==> src/rtl/uart_rx_fifo.sv <==
// uart_rx_fifo: 8N1 serial receiver with a first-word-fall-through byte FIFO.
// The FIFO is drained by dma_rx.
//
// Ports:
//   Clk        system clock (rising edge)
//   Rst_n      asynchronous active-low reset
//   RXD        serial input, idle high, asynchronous to Clk
//   Data_Read  pop request, one byte per cycle while high
//   Data_Out   FIFO head byte, valid while Empty=0
//   Empty      FIFO holds no entries
//   Full       FIFO holds FIFO_DEPTH entries
//   Frame_err  one-cycle pulse when a stop bit is sampled low
//   Overrun    one-cycle pulse when a received byte is dropped on a full FIFO
module uart_rx_fifo #(
  parameter int unsigned FREQ_CLK   = 100000000,
  parameter int unsigned TX_SPEED   = 115200,
  parameter int unsigned FIFO_DEPTH = 16
) (
  input  logic       Clk,
  input  logic       Rst_n,
  input  logic       RXD,
  input  logic       Data_Read,
  output logic [7:0] Data_Out,
  output logic       Empty,
  output logic       Full,
  output logic       Frame_err,
  output logic       Overrun
);

  localparam int unsigned BIT_CYCLES = FREQ_CLK / TX_SPEED;
  localparam int unsigned HALF_BIT   = BIT_CYCLES / 2;
  localparam int unsigned CW         = $clog2(BIT_CYCLES + 1);
  localparam int unsigned AW         = $clog2(FIFO_DEPTH);

  localparam logic [CW-1:0] BIT_LAST  = CW'(BIT_CYCLES - 1);
  localparam logic [CW-1:0] HALF_LAST = CW'(HALF_BIT - 1);
  localparam logic [AW:0]   DEPTH_C   = (AW + 1)'(FIFO_DEPTH);

  localparam logic [1:0] S_IDLE  = 2'd0;
  localparam logic [1:0] S_START = 2'd1;
  localparam logic [1:0] S_DATA  = 2'd2;
  localparam logic [1:0] S_STOP  = 2'd3;

  // Synchroniser and edge detection
  logic          r_sync1;
  logic          r_sync2;
  logic          r_rxd_prev;
  logic [1:0]    r_vld;
  logic          r_armed;
  logic          w_fall;

  // Receiver FSM
  logic [1:0]    r_state;
  logic [CW-1:0] r_cnt;
  logic [2:0]    r_bit_idx;
  logic [7:0]    r_shift;
  logic          r_push;
  logic [7:0]    r_push_data;
  logic          r_frame_err;

  // FIFO
  logic [7:0]    r_mem [FIFO_DEPTH];
  logic [AW-1:0] r_wr_ptr;
  logic [AW-1:0] r_rd_ptr;
  logic [AW:0]   r_count;
  logic          r_overrun;
  logic          w_pop;
  logic          w_push_ok;

  always_ff @(posedge Clk or negedge Rst_n) begin
    if (!Rst_n) begin
      r_sync1    <= 1'b1;
      r_sync2    <= 1'b1;
      r_rxd_prev <= 1'b1;
      r_vld      <= '0;
      r_armed    <= 1'b0;
    end else begin
      r_sync1    <= RXD;
      r_sync2    <= r_sync1;
      r_rxd_prev <= r_sync2;
      r_vld      <= {r_vld[0], 1'b1};
      // Only arm once the chain carries a real post-reset sample that is high,
      // so a line held low across reset release is not taken as a start bit.
      if (r_vld[1] && r_sync2)
        r_armed <= 1'b1;
    end
  end

  assign w_fall = r_armed & r_rxd_prev & ~r_sync2;

  always_ff @(posedge Clk or negedge Rst_n) begin
    if (!Rst_n) begin
      r_state     <= S_IDLE;
      r_cnt       <= '0;
      r_bit_idx   <= '0;
      r_shift     <= '0;
      r_push      <= 1'b0;
      r_push_data <= '0;
      r_frame_err <= 1'b0;
    end else begin
      r_push      <= 1'b0;
      r_frame_err <= 1'b0;
      case (r_state)
        S_IDLE: begin
          if (w_fall) begin
            r_cnt   <= '0;
            r_state <= S_START;
          end
        end
        S_START: begin
          if (r_cnt == HALF_LAST) begin
            r_cnt     <= '0;
            r_bit_idx <= '0;
            r_state   <= r_sync2 ? S_IDLE : S_DATA;
          end else begin
            r_cnt <= r_cnt + CW'(1);
          end
        end
        S_DATA: begin
          if (r_cnt == BIT_LAST) begin
            r_cnt   <= '0;
            r_shift <= {r_sync2, r_shift[7:1]};
            if (r_bit_idx == 3'd7)
              r_state <= S_STOP;
            else
              r_bit_idx <= r_bit_idx + 3'd1;
          end else begin
            r_cnt <= r_cnt + CW'(1);
          end
        end
        default: begin
          if (r_cnt == BIT_LAST) begin
            r_cnt       <= '0;
            r_push      <= r_sync2;
            r_push_data <= r_shift;
            r_frame_err <= ~r_sync2;
            r_state     <= S_IDLE;
          end else begin
            r_cnt <= r_cnt + CW'(1);
          end
        end
      endcase
    end
  end

  assign Empty     = (r_count == '0);
  assign Full      = (r_count == DEPTH_C);
  assign w_pop     = Data_Read & ~Empty;
  // A pop in the same cycle frees the slot, so a full FIFO still accepts.
  assign w_push_ok = r_push & (~Full | Data_Read);

  always_ff @(posedge Clk or negedge Rst_n) begin
    if (!Rst_n) begin
      for (int unsigned i = 0; i < FIFO_DEPTH; i++)
        r_mem[i] <= '0;
      r_wr_ptr  <= '0;
      r_rd_ptr  <= '0;
      r_count   <= '0;
      r_overrun <= 1'b0;
    end else begin
      if (w_push_ok) begin
        r_mem[r_wr_ptr] <= r_push_data;
        r_wr_ptr        <= r_wr_ptr + 1'b1;
      end
      if (w_pop)
        r_rd_ptr <= r_rd_ptr + 1'b1;
      case ({w_push_ok, w_pop})
        2'b10:   r_count <= r_count + 1'b1;
        2'b01:   r_count <= r_count - 1'b1;
        default: r_count <= r_count;
      endcase
      r_overrun <= r_push & ~w_push_ok;
    end
  end

  assign Data_Out  = r_mem[r_rd_ptr];
  assign Frame_err = r_frame_err;
  assign Overrun   = r_overrun;

endmodule

==> config.mk <==
export PLATFORM = sky130hd
export DESIGN_NAME = uart_rx_fifo
export DESIGN_NICKNAME = d
export VERILOG_FILES = /design/src/rtl/uart_rx_fifo.sv
export SDC_FILE = /design/constraint.sdc
export NUM_CORES = 1
export LEC_CHECK = 0
export CAP_MARGIN = 20
export CORE_ASPECT_RATIO = 0.75
export CORE_MARGIN = 2
export CORE_UTILIZATION = 25
export DETAILED_ROUTE_END_ITERATION = 10
export PLACE_DENSITY_LB_ADDON = 0.25
export SLEW_MARGIN = 40
export SYNTH_ARGS = -nofsm -noshare
export SYNTH_HDL_FRONTEND = slang
export SYNTH_SLANG_ARGS = --single-unit
==> constraint.sdc <==
create_clock -name Clk -period 3.5 [get_ports Clk]
set_input_delay 0.7 -clock Clk [delete_from_list [all_inputs] [get_ports Clk]]
set_output_delay 0.7 -clock Clk [all_outputs]
set_load 0.03 [all_outputs]
==> impl_metrics.env, run 1 <==
export IMPL_run_status="finished clean"
export IMPL_top_level_ports=16
export IMPL_synth_top_family_by_area="multiplexers"
export IMPL_utilization=0.300
export IMPL_rows=57
export IMPL_yosys_most_used_dff="sky130_fd_sc_hd__dfrtp_1"
export IMPL_sw_frac_of_total=0.295
export IMPL_fmax_mhz=307
export IMPL_combinational_cell_fraction_of_total_power=0.177
export IMPL_post_synth_mux_area_share=0.306
export IMPL_power_net_switching_mw=1.55
export IMPL_drtIter0Drc=316
export IMPL_die_h_um=162
export IMPL_placed_cell_area_mm2=0.00920
export IMPL_initial_utilization=0.256
export IMPL_postRouteAntennaNets=0
export IMPL_synth_warning_count=0
export IMPL_die_width_um=215
export IMPL_synth_edff_count=0
export IMPL_synth_fp_nets=581
export IMPL_hold_slack_ns=0.294
export IMPL_grt_setup_unrepaired="false"
export IMPL_layout_cell_area_non_filler_mm2=0.00978
export IMPL_mapped_cells=563
export IMPL_via_count_of_the_first_global_routing_pass=5154
export IMPL_arrival_ns=2.56
export IMPL_area_fraction_in_compound_gates_after_synthesis=0.0271
export IMPL_setup_violations=0
export IMPL_internal_power_mw=3.69
export IMPL_synth_top_cells_by_area="sky130_fd_sc_hd__dfrtp_1 53%, sky130_fd_sc_hd__mux2_2 20%, sky130_fd_sc_hd__mux4_2 11%"
export IMPL_drt_drc_violations_left=0
export IMPL_cts_buffers_inserted=17
export IMPL_cellPowerDensity_mw_per_mm2=535
export IMPL_core_area_mm2=0.0327
export IMPL_synth_seq_cells=181
export IMPL_htreeDepth=4
export IMPL_grt_use_total=0.117
export IMPL_post_route_min_period_ns=3.26
export IMPL_post_drt_wl_per_cell_um=18.2
export IMPL_timing_slew_headroom=0.471
export IMPL_die_area_mm2=0.0350
export IMPL_grt_pass1_wl_mm=30.8
export IMPL_post_route_cells_drive_above_1_share=0.451
export IMPL_holdCritPathClass="primary input to async pin"
export IMPL_initial_antenna_violation_count=0
export IMPL_syn_cell_area_mm2=0.00837
export IMPL_hpwlAfterDp_mm=12.6
export IMPL_clockRootBuffer="sky130_fd_sc_hd__clkbuf_16"
export IMPL_post_syn_area_per_cell_um2=14.9
export IMPL_type_of_the_setup_path_with_the_least_slack="register to primary output"
export IMPL_finalWeightedCongestion=0.757
export IMPL_cts_sinks=181
export IMPL_irDropWorstVdd_mv=0.309
export IMPL_power_share_sequential=0.452
export IMPL_seq_area_frac_synth=0.542
export IMPL_grt_overflow=0
export IMPL_antenna_cells=0
export IMPL_cts_hold_repair_buffers=0
export IMPL_timing_final_crit_share=0.932
export IMPL_adder_cell_area_share_of_the_yosys_netlist=0.0218
export IMPL_final_instance_count_excl_fill=1050
export IMPL_total_power_consumption_of_the_routed_design_mw=5.23
export IMPL_synth_async_sr_flop_share=1.00
export IMPL_cap_violations=0
export IMPL_grt_start_max_net_pins=83
export IMPL_yosys_area_share_xor_xnor=0.0115
export IMPL_required_ns=2.80
export IMPL_layout_commonest_cell="sky130_fd_sc_hd__dfrtp_1"
export IMPL_layout_common_cells="177 x sky130_fd_sc_hd__dfrtp_1, 147 x sky130_fd_sc_hd__mux2_2, 40 x sky130_fd_sc_hd__mux4_2"
export IMPL_vias_per_cell=4.52
export IMPL_leakage_nw=4.43
export IMPL_max_slew_worst_pin_slew_ns=0.793
export IMPL_clock_skew_final_ns=0.0140
export IMPL_clockPowerShare=0.372
export IMPL_clk_path_buf_depth=2
export IMPL_synth_top_cell_area_share=0.532
export IMPL_crit_path_max_fanout=35
export IMPL_detail_route_wirelength_mm=19.1
export IMPL_numPortBuffers=15
export IMPL_placed_cells_incl_taps=1018
export IMPL_maxSlewViolCount=0
export IMPL_fin_nets=613
export IMPL_endpoint_kind="primary output"
export IMPL_yosys_top_cell_by_area="sky130_fd_sc_hd__dfrtp_1"
export IMPL_tritoncts_clock_tree="done"
export IMPL_drt_first_pass_iters=4
export IMPL_routed_via_count=4751
export IMPL_worst_skew_pair_late_latency_ns=0.44
export IMPL_layout_area_overhead_vs_synth_pct=17.0
export IMPL_finalWorstSetupSlack_ns=0.239
export IMPL_yosys_cell_types_count=49
export IMPL_worstSetupStartpointType="register"
export IMPL_hold_viol_final=0
export IMPL_placement_setup_worst_slack_ns=0.164
export IMPL_synth_simple_gate_area_share=0.0698
export IMPL_clk_pin_slew_ns=0.06
export IMPL_tns_ns=0
==> cell families after synthesis <==
family                     after synthesis
buffers and inverters                   43
other                                    1
DFF                                    181
AOI/OAI and AO/OA                       34
muxes                                  187
xor gates and xnor gates                11
adders and majority gates               14
and+or+nand+nor                         92
==> layout make-up <==
class	count	area [um2]
multi-input combinational	339	3650
inverter	13	48.8
timing repair buffer	43	403
fill	3271	22900
clock buffer	17	425
sequential	181	4530
tap	442	553
clock inverter	15	170
==> power groups by stage <==
stage / Clock, mW / Combinational [mW] / Sequential, mW
3_5_place_dp: 0 / 0.946 / 2.40
4_1_cts: 2.00 / 0.948 / 2.36
3_3_place_gp: 0 / 0.924 / 2.39
5_1_grt: 2.09 / 1.03 / 2.38
2_1_floorplan: 0 / 0.733 / 2.30
6_report: 1.94 / 0.926 / 2.36
==> worst max-delay path: stages, from the launching register on <==
cell and delay (ns):
sky130_fd_sc_hd__dfrtp_2 0.37, sky130_fd_sc_hd__buf_12 0.27, sky130_fd_sc_hd__mux4_2 0.58, sky130_fd_sc_hd__mux4_2 0.50, sky130_fd_sc_hd__dlygate4sd2_1 0.38
==> routing by layer <==
metal  GRT usage  wire length, um  vias up
met5           0                0        -
met4      0.0357              234        0
met3      0.0284              658       15
met2       0.173             8420       68
met1       0.169             9830     2541
li1            -                -     2127
==> cell usage after synthesis, drive strengths merged (3+ instances only) <==
library cell  number
nand2             19
nor2b              3
xnor2              6
inv               13
o21ai             10
nand3             10
dfrtp            178
nor2               9
nand2b             8
mux4              40
dfstp              3
buf               11
a21oi              7
clkbuf            18
or3                3
a22o               3
a31oi              4
a21o               3
xor2               5
ha                13
mux2             147
nor3              20
nor4               4
==> repair_timing <==
item,CTS,global route
resized for setup,7,0
setup endpoints to repair,7,0
setup buffers,0,0
endpoints found under the hold margin,0,0
==> path summary, 6_finish.rpt <==
kind / start / to / slack [ns] / cells after the start
max reg2reg: r_count[0]$_DFFE_PN0P_ / r_count[4]$_DFFE_PN0P_ / 0.44 / 11
min reg2reg: r_vld[0]$_DFF_PN0_ / r_vld[1]$_DFF_PN0_ / 0.35 / 0
min in group Clk: r_vld[0]$_DFF_PN0_ / r_vld[1]$_DFF_PN0_ / 0.35 / 0
max in group asynchronous: Rst_n / r_mem[45]$_DFFE_PN0P_ / 2.36 / 2
min: Rst_n / r_vld[0]$_DFF_PN0_ / 0.29 / 1
max: r_rd_ptr[0]$_DFFE_PN0P_ / Data_Out[1] / 0.24 / 4
==> registers in the layout, summed over array words and instances (netlist names) <==
register,count
r_mem,128
r_push_data,8
r_sync2,1
r_rd_ptr,4
r_count,5
r_vld,2
r_wr_ptr,4
Overrun,1
r_shift,8
r_push,1
r_armed,1
Frame_err,1
r_sync1,1
r_rxd_prev,1
r_state,2
r_cnt,10
r_bit_idx,3
No activity file was read; power rests on OpenSTA's default activity.
==> inputs of run 2 (changes only) <==
--- a/config.mk
+++ b/config.mk
@@ -5,12 +5,11 @@
 export SDC_FILE = /design/constraint.sdc
 export NUM_CORES = 1
 export LEC_CHECK = 0
+export ABC_CLOCK_PERIOD_IN_PS = 3500
 export CAP_MARGIN = 20
 export CORE_ASPECT_RATIO = 0.75
-export CORE_MARGIN = 2
 export CORE_UTILIZATION = 25
 export DETAILED_ROUTE_END_ITERATION = 10
-export PLACE_DENSITY_LB_ADDON = 0.25
 export SLEW_MARGIN = 40
 export SYNTH_ARGS = -nofsm -noshare
 export SYNTH_HDL_FRONTEND = slang
==> run 2 against run 1 <==
Against the previous run:
- routed wire length is 7.6% lower
- clock power is 5% higher
- count of clock-buffer cells in the layout is 1 higher
- global-route usage is 0.30 points lower
- register-to-register slack better by 0.11 ns
- critical endpoint is now Data_Out[5]
- first-iteration DRC count is 9.5% higher
- sequential share of layout area hardly changed
==> impl_metrics.env, run 2 (synthesis results as in run 1) <==
export IMPL_run_status="finished clean"
export IMPL_critical_path_cell_chain="mux4_2, mux4_2, clkdlybuf4s50_1"
export IMPL_grt_overflow=0
export IMPL_grt_use_total=0.114
export IMPL_via_count_of_the_first_global_routing_pass=4863
export IMPL_required_ns=2.80
export IMPL_numPortBuffers=15
export IMPL_cp_top_family="multiplexers"
export IMPL_regToRegSetupSlack_ns=0.55
export IMPL_initial_antenna_violation_count=0
export IMPL_setup_violations=0
export IMPL_die_h_um=160
export IMPL_die_width_um=213
export IMPL_tritoncts_clock_tree="done"
export IMPL_detail_route_wirelength_mm=17.7
export IMPL_fmax_mhz=293
export IMPL_drt_drc_violations_left=0
export IMPL_utilization=0.299
export IMPL_top_level_ports=16
export IMPL_cpMaxStageDelayCell="sky130_fd_sc_hd__clkdlybuf4s50_1"
export IMPL_post_route_min_period_ns=3.41
export IMPL_cellPowerDensity_mw_per_mm2=540
export IMPL_leakage_nw=4.41
export IMPL_tns_ns=0
export IMPL_grt_start_max_net_pins=121
export IMPL_top_regs="r_mem (128), r_cnt (10)"
export IMPL_regMostFlops="r_mem"
export IMPL_timing_final_crit_share=0.974
export IMPL_cts_buffers_inserted=17
export IMPL_postRouteAntennaNets=0
export IMPL_maxSlewViolCount=0
export IMPL_post_route_cells_drive_above_1_share=0.455
export IMPL_fin_nets=611
export IMPL_htreeDepth=4
export IMPL_grt_pass1_wl_mm=29.3
export IMPL_rows=57
export IMPL_layout_commonest_cell="sky130_fd_sc_hd__dfrtp_1"
export IMPL_holdCritPathClass="primary input to async pin"
export IMPL_endpoint_kind="primary output"
export IMPL_crit_path_max_fanout=13
export IMPL_antenna_cells=0
export IMPL_initial_utilization=0.256
export IMPL_drt_first_pass_iters=4
export IMPL_hpwlAfterDp_mm=11.5
export IMPL_arrival_ns=2.71
export IMPL_worst_path_largest_cell_delay_ns=0.61
export IMPL_core_area_mm2=0.0327
export IMPL_cpMostUsedCell="sky130_fd_sc_hd__mux4_2"
export IMPL_cap_violations=0
export IMPL_timing_slew_headroom=0.556
export IMPL_post_drt_wl_per_cell_um=16.9
export IMPL_cts_sinks=181
export IMPL_clockRootBuffer="sky130_fd_sc_hd__clkbuf_16"
export IMPL_vias_per_cell=4.49
export IMPL_drtIter0Drc=346
export IMPL_largest_register_ffs=128
export IMPL_critical_path_n_buffers_inverters=1
export IMPL_clk_pin_slew_ns=0.07
export IMPL_worstSetupStartpointType="register"
export IMPL_hold_viol_final=0
export IMPL_die_area_mm2=0.0342
export IMPL_clock_skew_final_ns=0.00956
export IMPL_type_of_the_setup_path_with_the_least_slack="register to primary output"
export IMPL_final_fill_count=3304
export IMPL_finalWeightedCongestion=0.772
export IMPL_cts_setup_buffers=0
export IMPL_grt_setup_unrepaired="false"
export IMPL_total_power_consumption_of_the_routed_design_mw=5.28
export IMPL_routed_via_count=4709
export IMPL_cts_hold_repair_buffers=0
export IMPL_irDropWorstVdd_mv=0.365
export IMPL_clk_path_buf_depth=2
export IMPL_worst_skew_pair_late_latency_ns=0.45
export IMPL_max_slew_worst_pin_slew_ns=0.666
export IMPL_layout_area_overhead_vs_synth_pct=16.9
export IMPL_layout_common_cells="177 x sky130_fd_sc_hd__dfrtp_1, 147 x sky130_fd_sc_hd__mux2_2, 40 x sky130_fd_sc_hd__mux4_2"
run 2: changes by cell type in the layout (fill, tap and decap cells not counted), sizes merged:
cell / before / now
clkinvlp: 4 / 1
dlygate4sd2: 7 / 0
buf: 29 / 31
bufinv: 2 / 3
clkinv: 4 / 5
clkdlybuf4s50: 6 / 9
clkbuf: 18 / 19
run 2: worst paths after layout:
check / from / to / cells after the start
worst max-delay path: r_rd_ptr[0]$_DFFE_PN0P_ / Data_Out[5] / 3
worst min-delay path: Rst_n / r_count[0]$_DFFE_PN0P_ / 1
worst max register to register: r_count[1]$_DFFE_PN0P_ / r_count[4]$_DFFE_PN0P_ / 11
worst min register to register: r_vld[0]$_DFF_PN0_ / r_vld[1]$_DFF_PN0_ / 0
max in group asynchronous: Rst_n / r_mem[55]$_DFFE_PN0P_ / 2
min in group Clk: r_vld[0]$_DFF_PN0_ / r_vld[1]$_DFF_PN0_ / 0
run 2: power by group:
group	leakage, nW	switching, mW	total, mW	internal (mW)
logic	1.63	0.406	0.815	0.410
clock network	0.308	0.880	2.04	1.16
registers	2.47	0.222	2.42	2.20
total	4.41	1.51	5.28	3.77
run 2: area by class of cell:
| class | count | area [um2] | area share |
|---|---|---|---|
| Multi-Input combinational cell | 339 | 3650 | 0.373 |
| Tap cell | 442 | 553 | 0.0566 |
| Clock buffer | 18 | 439 | 0.0449 |
| Inverter | 13 | 48.8 | 0.00499 |
| Clock inverter | 14 | 190 | 0.0194 |
| Timing Repair Buffer | 41 | 362 | 0.0370 |
| Sequential cell | 181 | 4540 | 0.464 |
run 2: layer usage:
metal | vias to the layer above | routed length (um) | GRT usage
li1 | 2139 | - | -
met1 | 2488 | 9450 | 0.174
met2 | 61 | 7310 | 0.153
met3 | 21 | 636 | 0.0285
met4 | 0 | 285 | 0.0393
met5 | - | 0 | 0
run 2: what timing repair did:
action,in CTS,in global routing
gates resized for setup,1,0
hold endpoints to repair,0,0
endpoints found under the setup margin,3,0
run 2: stage by stage:
stage / setup WS (ns) / hold WS [ns] / instance area [um2] / std cells
finish: 0.0921 / 0.133 / 9780 / 1048
global route: 0.000174 / 0.132 / 9780 / 1048
CTS: 0.0267 / 0.123 / 9780 / 1048
detailed placement: 0.262 / 0.340 / 9150 / 1016
global placement: 0.274 / 0.335 / 9150 / 1016
floorplan: 0.341 / 0.331 / 8370 / 563
